===== src/rtl/fft8_radix2_pipe.sv =====
// ---------------------------------------------------------------------------
// fft8_radix2_pipe
//
// Pipelined 8-point radix-2 decimation-in-time FFT on complex signed
// fixed-point samples. One 8-sample frame is accepted per cycle and the
// transform result appears three cycles later (three register stages,
// S1..S3, with S3 driving the outputs directly).
//
// Parameters
//   W      data width of each real/imag sample (signed two's complement)
//   TW     twiddle width; c = round(0.70710678 * 2^(TW-1))
//   SCALE  1: arithmetic >>1 after every butterfly stage (output = DFT/8)
//          0: no scaling, stage results keep their low W bits
//
// Optional feature (compile-time macro FFT8_SATURATE_EN)
//   defined   : every W+1-bit stage result (SCALE=0) and every twiddle
//               product clamps to [-2^(W-1), 2^(W-1)-1]
//   undefined : two's-complement wrap, no clamp logic is built
//
// Ports
//   clk        in   rising-edge clock
//   rst        in   synchronous active-high reset
//   in_valid   in   input frame valid
//   in_ready   out  pipeline accepts a frame this cycle
//   in_re/im   in   x[n] at bits [n*W +: W], natural order
//   out_valid  out  output frame valid
//   out_ready  in   downstream accepts the frame
//   out_re/im  out  X[k] at bits [k*W +: W], natural order
//
// Handshake: a frame moves on a side when valid and ready are both high at
// the rising edge. The whole pipeline shares one enable,
// en = ~out_valid | out_ready, which is also in_ready; every stage advances
// together only when en is high, so a frame held at the output with
// out_ready low stays stable until it is taken. An idle input cycle with
// en high enters the pipe as a bubble (valid low; its data is don't-care).
// ---------------------------------------------------------------------------
module fft8_radix2_pipe #(
  parameter int W     = 16,
  parameter int TW    = 16,
  parameter int SCALE = 0
) (
  input  logic           clk,
  input  logic           rst,
  input  logic           in_valid,
  output logic           in_ready,
  input  logic [8*W-1:0] in_re,
  input  logic [8*W-1:0] in_im,
  output logic           out_valid,
  input  logic           out_ready,
  output logic [8*W-1:0] out_re,
  output logic [8*W-1:0] out_im
);

  // Product width: W+1-bit operand times TW-bit coefficient plus headroom.
  localparam int PW = W + TW + 2;

  // c = round(0.70710678 * 2^(TW-1)), computed in integer arithmetic.
  localparam logic [63:0] C_L =
    (64'd70710678 * (64'd1 << (TW - 1)) + 64'd50000000) / 64'd100000000;
  localparam logic signed [TW-1:0] C_TW = C_L[TW-1:0];

  // Round-half-up offset applied before the >>> (TW-1).
  localparam logic signed [PW-1:0] RND =
    {{(PW-TW+1){1'b0}}, 1'b1, {(TW-2){1'b0}}};

`ifdef FFT8_SATURATE_EN
  localparam logic signed [W:0]    S_MAX = {2'b00, {(W-1){1'b1}}};
  localparam logic signed [W:0]    S_MIN = {2'b11, {(W-1){1'b0}}};
  localparam logic signed [PW-1:0] P_MAX = {{(PW-W+1){1'b0}}, {(W-1){1'b1}}};
  localparam logic signed [PW-1:0] P_MIN = {{(PW-W+1){1'b1}}, {(W-1){1'b0}}};
`endif

  // -------------------------------------------------------------------------
  // Arithmetic helpers
  // -------------------------------------------------------------------------
  function automatic logic signed [W:0] wide_add(input logic signed [W-1:0] a,
                                                 input logic signed [W-1:0] b);
    return {a[W-1], a} + {b[W-1], b};
  endfunction

  function automatic logic signed [W:0] wide_sub(input logic signed [W-1:0] a,
                                                 input logic signed [W-1:0] b);
    return {a[W-1], a} - {b[W-1], b};
  endfunction

  // Reduce a W+1-bit stage result back to W bits.
  function automatic logic signed [W-1:0] fit_sum(input logic signed [W:0] s);
    logic signed [W-1:0] r;
    if (SCALE != 0) begin
      r = s[W:1];
    end else begin
`ifdef FFT8_SATURATE_EN
      if (s > S_MAX)      r = {1'b0, {(W-1){1'b1}}};
      else if (s < S_MIN) r = {1'b1, {(W-1){1'b0}}};
      else                r = s[W-1:0];
`else
      r = s[W-1:0];
`endif
    end
    return r;
  endfunction

  // (+/-) c * s, with s already the full-width real/imag sum, rounded half up.
  function automatic logic signed [W-1:0] tw_mul(input logic signed [W:0] s,
                                                 input logic              neg);
    logic signed [PW-1:0] se;
    logic signed [PW-1:0] ce;
    logic signed [PW-1:0] p;
    logic signed [PW-1:0] q;
    logic signed [W-1:0]  r;
    se = {{(PW-W-1){s[W]}}, s};
    ce = {{(PW-TW){C_TW[TW-1]}}, C_TW};
    p  = se * ce;
    if (neg) p = -p;
    q = (p + RND) >>> (TW - 1);
`ifdef FFT8_SATURATE_EN
    if (q > P_MAX)      r = {1'b0, {(W-1){1'b1}}};
    else if (q < P_MIN) r = {1'b1, {(W-1){1'b0}}};
    else                r = q[W-1:0];
`else
    r = q[W-1:0];
`endif
    return r;
  endfunction

  // -------------------------------------------------------------------------
  // Flow control
  // -------------------------------------------------------------------------
  logic en;
  logic s1_valid, s2_valid, s3_valid;

  assign en        = ~s3_valid | out_ready;
  assign in_ready  = en;
  assign out_valid = s3_valid;

  // -------------------------------------------------------------------------
  // Stage data
  // -------------------------------------------------------------------------
  logic signed [W-1:0] x_re [8];
  logic signed [W-1:0] x_im [8];
  logic signed [W-1:0] g_re [8];
  logic signed [W-1:0] g_im [8];
  logic signed [W-1:0] h_re [8];
  logic signed [W-1:0] h_im [8];
  logic signed [W-1:0] y_re [8];
  logic signed [W-1:0] y_im [8];

  logic signed [W-1:0] s1_re [8];
  logic signed [W-1:0] s1_im [8];
  logic signed [W-1:0] s2_re [8];
  logic signed [W-1:0] s2_im [8];
  logic signed [W-1:0] s3_re [8];
  logic signed [W-1:0] s3_im [8];

  logic signed [W-1:0] t1_re, t1_im, t3_re, t3_im;

  always_comb begin
    for (int n = 0; n < 8; n++) begin
      x_re[n] = in_re[n*W +: W];
      x_im[n] = in_im[n*W +: W];
    end
  end

  // S1: length-2 butterflies on input pairs (n, n+4).
  always_comb begin
    g_re[0] = fit_sum(wide_add(x_re[0], x_re[4]));
    g_im[0] = fit_sum(wide_add(x_im[0], x_im[4]));
    g_re[1] = fit_sum(wide_sub(x_re[0], x_re[4]));
    g_im[1] = fit_sum(wide_sub(x_im[0], x_im[4]));
    g_re[2] = fit_sum(wide_add(x_re[2], x_re[6]));
    g_im[2] = fit_sum(wide_add(x_im[2], x_im[6]));
    g_re[3] = fit_sum(wide_sub(x_re[2], x_re[6]));
    g_im[3] = fit_sum(wide_sub(x_im[2], x_im[6]));
    g_re[4] = fit_sum(wide_add(x_re[1], x_re[5]));
    g_im[4] = fit_sum(wide_add(x_im[1], x_im[5]));
    g_re[5] = fit_sum(wide_sub(x_re[1], x_re[5]));
    g_im[5] = fit_sum(wide_sub(x_im[1], x_im[5]));
    g_re[6] = fit_sum(wide_add(x_re[3], x_re[7]));
    g_im[6] = fit_sum(wide_add(x_im[3], x_im[7]));
    g_re[7] = fit_sum(wide_sub(x_re[3], x_re[7]));
    g_im[7] = fit_sum(wide_sub(x_im[3], x_im[7]));
  end

  // S2: length-4 butterflies. The -j factor is folded into the add/sub
  // (-j*z = (z.im, -z.re)), so no separate negation step exists to wrap.
  always_comb begin
    h_re[0] = fit_sum(wide_add(s1_re[0], s1_re[2]));
    h_im[0] = fit_sum(wide_add(s1_im[0], s1_im[2]));
    h_re[2] = fit_sum(wide_sub(s1_re[0], s1_re[2]));
    h_im[2] = fit_sum(wide_sub(s1_im[0], s1_im[2]));
    h_re[1] = fit_sum(wide_add(s1_re[1], s1_im[3]));
    h_im[1] = fit_sum(wide_sub(s1_im[1], s1_re[3]));
    h_re[3] = fit_sum(wide_sub(s1_re[1], s1_im[3]));
    h_im[3] = fit_sum(wide_add(s1_im[1], s1_re[3]));
    h_re[4] = fit_sum(wide_add(s1_re[4], s1_re[6]));
    h_im[4] = fit_sum(wide_add(s1_im[4], s1_im[6]));
    h_re[6] = fit_sum(wide_sub(s1_re[4], s1_re[6]));
    h_im[6] = fit_sum(wide_sub(s1_im[4], s1_im[6]));
    h_re[5] = fit_sum(wide_add(s1_re[5], s1_im[7]));
    h_im[5] = fit_sum(wide_sub(s1_im[5], s1_re[7]));
    h_re[7] = fit_sum(wide_sub(s1_re[5], s1_im[7]));
    h_im[7] = fit_sum(wide_add(s1_im[5], s1_re[7]));
  end

  // S3 twiddles.
  //   W8^1 * z = (c*(re+im), c*(im-re))
  //   W8^3 * z = (c*(im-re), -c*(re+im))
  // Each sum is formed at W+1 bits before the multiply and rounding.
  always_comb begin
    t1_re = tw_mul(wide_add(s2_re[5], s2_im[5]), 1'b0);
    t1_im = tw_mul(wide_sub(s2_im[5], s2_re[5]), 1'b0);
    t3_re = tw_mul(wide_sub(s2_im[7], s2_re[7]), 1'b0);
    t3_im = tw_mul(wide_add(s2_re[7], s2_im[7]), 1'b1);
  end

  // S3: final butterflies X[k], X[k+4].
  always_comb begin
    y_re[0] = fit_sum(wide_add(s2_re[0], s2_re[4]));
    y_im[0] = fit_sum(wide_add(s2_im[0], s2_im[4]));
    y_re[4] = fit_sum(wide_sub(s2_re[0], s2_re[4]));
    y_im[4] = fit_sum(wide_sub(s2_im[0], s2_im[4]));
    y_re[1] = fit_sum(wide_add(s2_re[1], t1_re));
    y_im[1] = fit_sum(wide_add(s2_im[1], t1_im));
    y_re[5] = fit_sum(wide_sub(s2_re[1], t1_re));
    y_im[5] = fit_sum(wide_sub(s2_im[1], t1_im));
    // W8^2 = -j: exact, folded into the add/sub like in S2.
    y_re[2] = fit_sum(wide_add(s2_re[2], s2_im[6]));
    y_im[2] = fit_sum(wide_sub(s2_im[2], s2_re[6]));
    y_re[6] = fit_sum(wide_sub(s2_re[2], s2_im[6]));
    y_im[6] = fit_sum(wide_add(s2_im[2], s2_re[6]));
    y_re[3] = fit_sum(wide_add(s2_re[3], t3_re));
    y_im[3] = fit_sum(wide_add(s2_im[3], t3_im));
    y_re[7] = fit_sum(wide_sub(s2_re[3], t3_re));
    y_im[7] = fit_sum(wide_sub(s2_im[3], t3_im));
  end

  // -------------------------------------------------------------------------
  // Pipeline registers. Reset discards everything in flight and zeroes the
  // output registers; data of bubble stages still loads when enabled.
  // -------------------------------------------------------------------------
  always_ff @(posedge clk) begin
    if (rst) begin
      s1_valid <= 1'b0;
      s2_valid <= 1'b0;
      s3_valid <= 1'b0;
      for (int i = 0; i < 8; i++) begin
        s1_re[i] <= '0;
        s1_im[i] <= '0;
        s2_re[i] <= '0;
        s2_im[i] <= '0;
        s3_re[i] <= '0;
        s3_im[i] <= '0;
      end
    end else if (en) begin
      s1_valid <= in_valid;
      s2_valid <= s1_valid;
      s3_valid <= s2_valid;
      for (int i = 0; i < 8; i++) begin
        s1_re[i] <= g_re[i];
        s1_im[i] <= g_im[i];
        s2_re[i] <= h_re[i];
        s2_im[i] <= h_im[i];
        s3_re[i] <= y_re[i];
        s3_im[i] <= y_im[i];
      end
    end
  end

  always_comb begin
    out_re = '0;
    out_im = '0;
    for (int k = 0; k < 8; k++) begin
      out_re[k*W +: W] = s3_re[k];
      out_im[k*W +: W] = s3_im[k];
    end
  end

endmodule


===== config.mk =====
export PLATFORM = sky130hd
export DESIGN_NAME = fft8_radix2_pipe
export DESIGN_NICKNAME = d
export VERILOG_FILES = /design/src/rtl/fft8_radix2_pipe.sv
export SDC_FILE = /design/constraint.sdc
export NUM_CORES = 2
export LEC_CHECK = 0
export ABC_AREA = 1
export BUFFER_PORTS_ARGS = -buffer_cell sky130_fd_sc_hd__buf_2
export CAP_MARGIN = 20
export CORE_ASPECT_RATIO = 0.8
export CORE_UTILIZATION = 50
export DETAILED_ROUTE_END_ITERATION = 10
export PLACE_DENSITY = 0.68
export SYNTH_ARGS = -nofsm -noshare
export SYNTH_HDL_FRONTEND = slang
export SYNTH_SLANG_ARGS = --single-unit

===== constraint.sdc =====
create_clock -name clk -period 22.2 [get_ports clk]
set_input_delay 2.22 -clock clk [delete_from_list [all_inputs] [get_ports clk]]
set_output_delay 2.22 -clock clk [all_outputs]
set_load 0.05 [all_outputs]

======== After elaboration in Yosys (flattened, before gate mapping) ========
Memories as Yosys holds them, arrays and structs flattened.
Index checks and enable logic that the tools add are counted.
storage, ports and cells
  bits in registers ....................... 3
  memory bits (writable) .................. 768
  input port bits ......................... 260
  logic and storage cells ................. 173
  memories ................................ 6
operators by class
  $add $sub $neg .......................... 57
  multipliers ............................. 4
  multiplexer cells ....................... 53
  bitwise logic cells ..................... 50
memories
  memory  depth  bits a word  rd ports  clocked after Yosys merged registers in  wr ports  RTL line  source
  s1_im   8      16           8         0                                        8         149       logic signed [W-1:0] s1_im [8];
  s1_re   8      16           8         0                                        8         148       logic signed [W-1:0] s1_re [8];
  s2_im   8      16           8         0                                        8         151       logic signed [W-1:0] s2_im [8];
  s2_re   8      16           8         0                                        8         150       logic signed [W-1:0] s2_re [8];
  s3_im   8      16           8         0                                        8         153       logic signed [W-1:0] s3_im [8];
  s3_re   8      16           8         0                                        8         152       logic signed [W-1:0] s3_re [8];
operators by type and width
  operator                count
  $mux 16                 48
  $add 16x16->16          24
  $sub 16x16->16          24
  $add 31x16->31 const B  4
  $mul 17x15->30 const B  4
  $or 1x1->1              49
  $add 16x16->17          2
  $sub 16x16->17          2
  $neg 31->31             1
  $mux 1                  5
  $not 1->1               1

======== Longest topological paths before layout ========
An unclocked memory read counts as a cell.
  depth after elaboration ................. 7
  depth in mapped cells ................... 52
  depth with buffers taken out ............ 51

======== Worst setup path before layout ========
Ideal clock, no wire load.
  kind .................................... in2reg
  from .................................... input port rst
  to ...................................... register s3_valid (netlist: out_valid)
  library setup time ...................... 0.877 ns
  data arrival time ....................... 19.479 ns
  required time ........................... 21.323 ns
  setup slack ............................. 1.844 ns
  cell stages on the path ................. 5
  path through ............................ clkbuf_1 clkinv_1 clkbuf_1 nand2_1 o21ai_0
RTL lines
  element               RTL line  source
  start, declared       43        input logic rst,
  end signal, assigned  257       s3_valid <= s2_valid;
  end, declared         130       logic s1_valid, s2_valid, s3_valid;

==> summary.md <==
| Metric | Value |
|---|---|
| Core area | 152,000 um2 |
| DR WL/cell | 20.8 um |
| Final hold vios | 0 |
| Max_slew headroom | 21.7% |
| WS Path Type | reg -> reg |
| Grt ovf | 0 |
| Worst reg2reg path startpoint | s2_re[0][82]$_SDFFCE_PN0P_ |
| CP endpoint kind | flop |
| H-Tree Depth | 3 |
| Iter 0 DRT Violations | 5,653 |
| CP Launch Type | flop |
| Yosys top cell area share | 29.4% |
| Maximum clock rate | 0.101 GHz |
| CTS Sinks | 755 |
| Commonest non-fill, non-tap cells in the layout | inv_1, a21oi_1, ha_1 |
| WHS Endpoint | out_valid$_SDFFE_PP0P_ |
| Postcts setup bufs | 0 |
| Final WL | 242,000 um |
| Post-synth EDFFs | 752 |
| Initial Util | 50.4% |
| Commonest non-fill, non-tap cell in the layout | inv_1 |
| Clk root buf | clkbuf_16 |
| # fillers | 13,900 |
| Layout area overhead | 9.77% |
| CP Data Arrival Time | 10,380 ps |
| Gr usage total | 30.9% |
| Worst-Skew Late Latency | 750 ps |
| Largest delay contributor family on the critical path | adder cells |
| Most frequent cell on the critical path | inv_1 |
| Run status | complete, no violations |
| Worst hold path type | reg -> reg |
| Worst slew pin tran | 1170 ps |
| R2r setup slk | 12,260 ps |
| RSZ-0062 raised after global routing | no |
| DRT Pass-1 Iters | 6 |
| Vias in the first global route | 61,400 |
| Worst setup margin | 12,260 ps |
| Netlist cell types | 64 |
| DRC errors left | 0 |
| Setup tns final | 0 ps |
| Worst slack at placement | 12,390 ps |
| TritonCTS clock tree | yes |
| First-pass GRT wire length | 366,000 um |
| Hold depth | 2 |
| Setup-failing EPs final | 0 |
| HPWL after DPL | 198,000 um |
| Routability cong. | 0.990 |
| Syn Inst Count | 9,104 |
| Warnings, synthesis | 0 |
| Ys async rst share | 0% |
| Vias per std cell | 5.56 |
| Clock skew | 65.4 ps |
| Max incr delay on CP | 720 ps |
| Main area contributors after synthesis | edfxtp_1, ha_1, a21oi_1 |
| Layout Nets | 11,400 |
| Register area share after synthesis | 29.5% |
| Hold Crit Start | s2_valid$_SDFFE_PP0P_ |
| Crit-path slowest cell | xor2_1 |
| Post-synth top area cell | edfxtp_1 |
| Port Buf Inserts | 517 |
| CTS buffer count | 84 |
| Total number of vias | 64,600 |
| Worst reg-to-reg path cell count | 38 |
| Top FF cell, synth | edfxtp_1 |
| DIE AREA | 155,000 um2 |
| Largest net degree at the start of global routing | 178 |
| Die height | 352 um |
| CTS resizes | 0 |
| Buf/Inv on CP | 6 |
| FF+latch count, synth | 755 |
| Final slew viol count | 0 |
| Worst-path maximum fanout | 9 |
| Number of max-cap violations | 0 |
| Synthesized area | 76,700 um2 |
| Hold Worst Slack | 478 ps |
| Post-Syn Area per Cell | 8.42 um2 |
| Clock Pin Slew Worst Setup and Hold Paths | 60 ps |
| Worst endpoint required time | 22,640 ps |
| Initial antenna violation count | 21 |
| Syn nets | 10,900 |
| Antenna viol nets, final | 0 |
| Final min period | 9940 ps |
| Max Buffers Root-to-Sink | 3 |
| IO Pins | 518 |
| Worst R2R End | s3_im[1][30]$_SDFFCE_PN0P_ |
| Share of post-route cells with drive strength above 1 | 8.28% |
| Fin crit share | 44.8% |
| Cell row count | 128 |
| Hold_buf cts | 0 |
| Die Width | 440 um |
layer usage:
layer	global-route usage, %	part of all wire [%]	vias to the layer above
met2	48.8	45	2053
met3	4.33	6.8	321
li1	-	-	31500
met4	8.97	3.2	12
met1	43.9	45	30700
met5	0	0.030	-
registers in the layout, indices dropped and copies added, names as in the netlist:
signal,flops
s2_im,126
s2_re,126
s3_im,126
s3_re,126
s1_im,124
s1_re,124
out_valid,1
s1_valid,1
s2_valid,1
how the worst max path moves through the flow:
stage	startpoint	endpoint	slack [ps]	depth (start not counted)
2_1_floorplan	rst	out_valid$_SDFFE_PP0P_	1840	5
3_3_place_gp	s2_re[0][82]$_SDFFCE_PN0P_	s3_im[1][30]$_SDFFCE_PN0P_	12390	38
3_5_place_dp	s2_re[0][82]$_SDFFCE_PN0P_	s3_re[1][31]$_SDFFCE_PN0P_	12390	43
4_1_cts	s2_re[0][82]$_SDFFCE_PN0P_	s3_re[1][31]$_SDFFCE_PN0P_	12370	43
5_1_grt	s2_re[0][82]$_SDFFCE_PN0P_	s3_re[1][31]$_SDFFCE_PN0P_	11490	43
6_report	s2_re[0][82]$_SDFFCE_PN0P_	s3_im[1][30]$_SDFFCE_PN0P_	12260	38
cell families (layout without fill, tap and decap cells):
| kind of cell | count (synthesis) | after routing | synth area share (%) |
|---|---|---|---|
| AOI/OAI and AO/OA | 2519 | 2519 | 18.1 |
| and+or+nand+nor | 2249 | 2249 | 12.4 |
| buffers and inverters | 1822 | 2323 | 9.00 |
| adders and majority gates | 1582 | 1582 | 28.8 |
| DFF | 755 | 755 | 29.5 |
| xor gates and xnor gates | 177 | 177 | 2.18 |
| other | 0 | 5 | 0 |
cell type report:
type                    instances  area, um2  area share, %
diodes                          5       12.5         0.0149
repair buffers                542       2820           3.35
well taps                    2015       2520           2.99
clock buffers                  92       2150           2.56
inverters                    1628       6120           7.27
clock inverters                61        752          0.893
flip-flops and latches        755      22600           26.9
multi-input cells            6527      47200           56.0
through the flow:
step                instance area, um2  instances  utilization [%]
floorplan                        76700       9104                -
global placement                 81200      11500             53.3
detailed placement               81200      11500             53.3
CTS                              84100      11600             55.2
global route                     84200      11600             55.3
finish                           84200      11600             55.3
cell usage after synthesis, types with 39 or more instances:
library cell  count
o21a_1          204
nand2_1        1152
xor2_1          125
o21bai_1         59
nor2_1          616
clkbuf_1        160
ha_1           1281
nor3_1           73
inv_1          1618
a21oi_1        1302
edfxtp_1        752
o31ai_1          65
nand3_1         199
o21ai_0         676
fa_1            301
xnor2_1          39
a21boi_0         61
nor4_1           39
a31oi_1          57
tightest hold or removal path, delay by kind of cell, from the launching register on:
| family | cells | cell delay, ps |
|---|---|---|
| buf+inv | 1 | 60 |
| compound gates | 1 | 80 |
| flops | 1 | 290 |
Power is not shown: default switching activity piles up to over one toggle a cycle in this logic, so the estimate is an artifact.
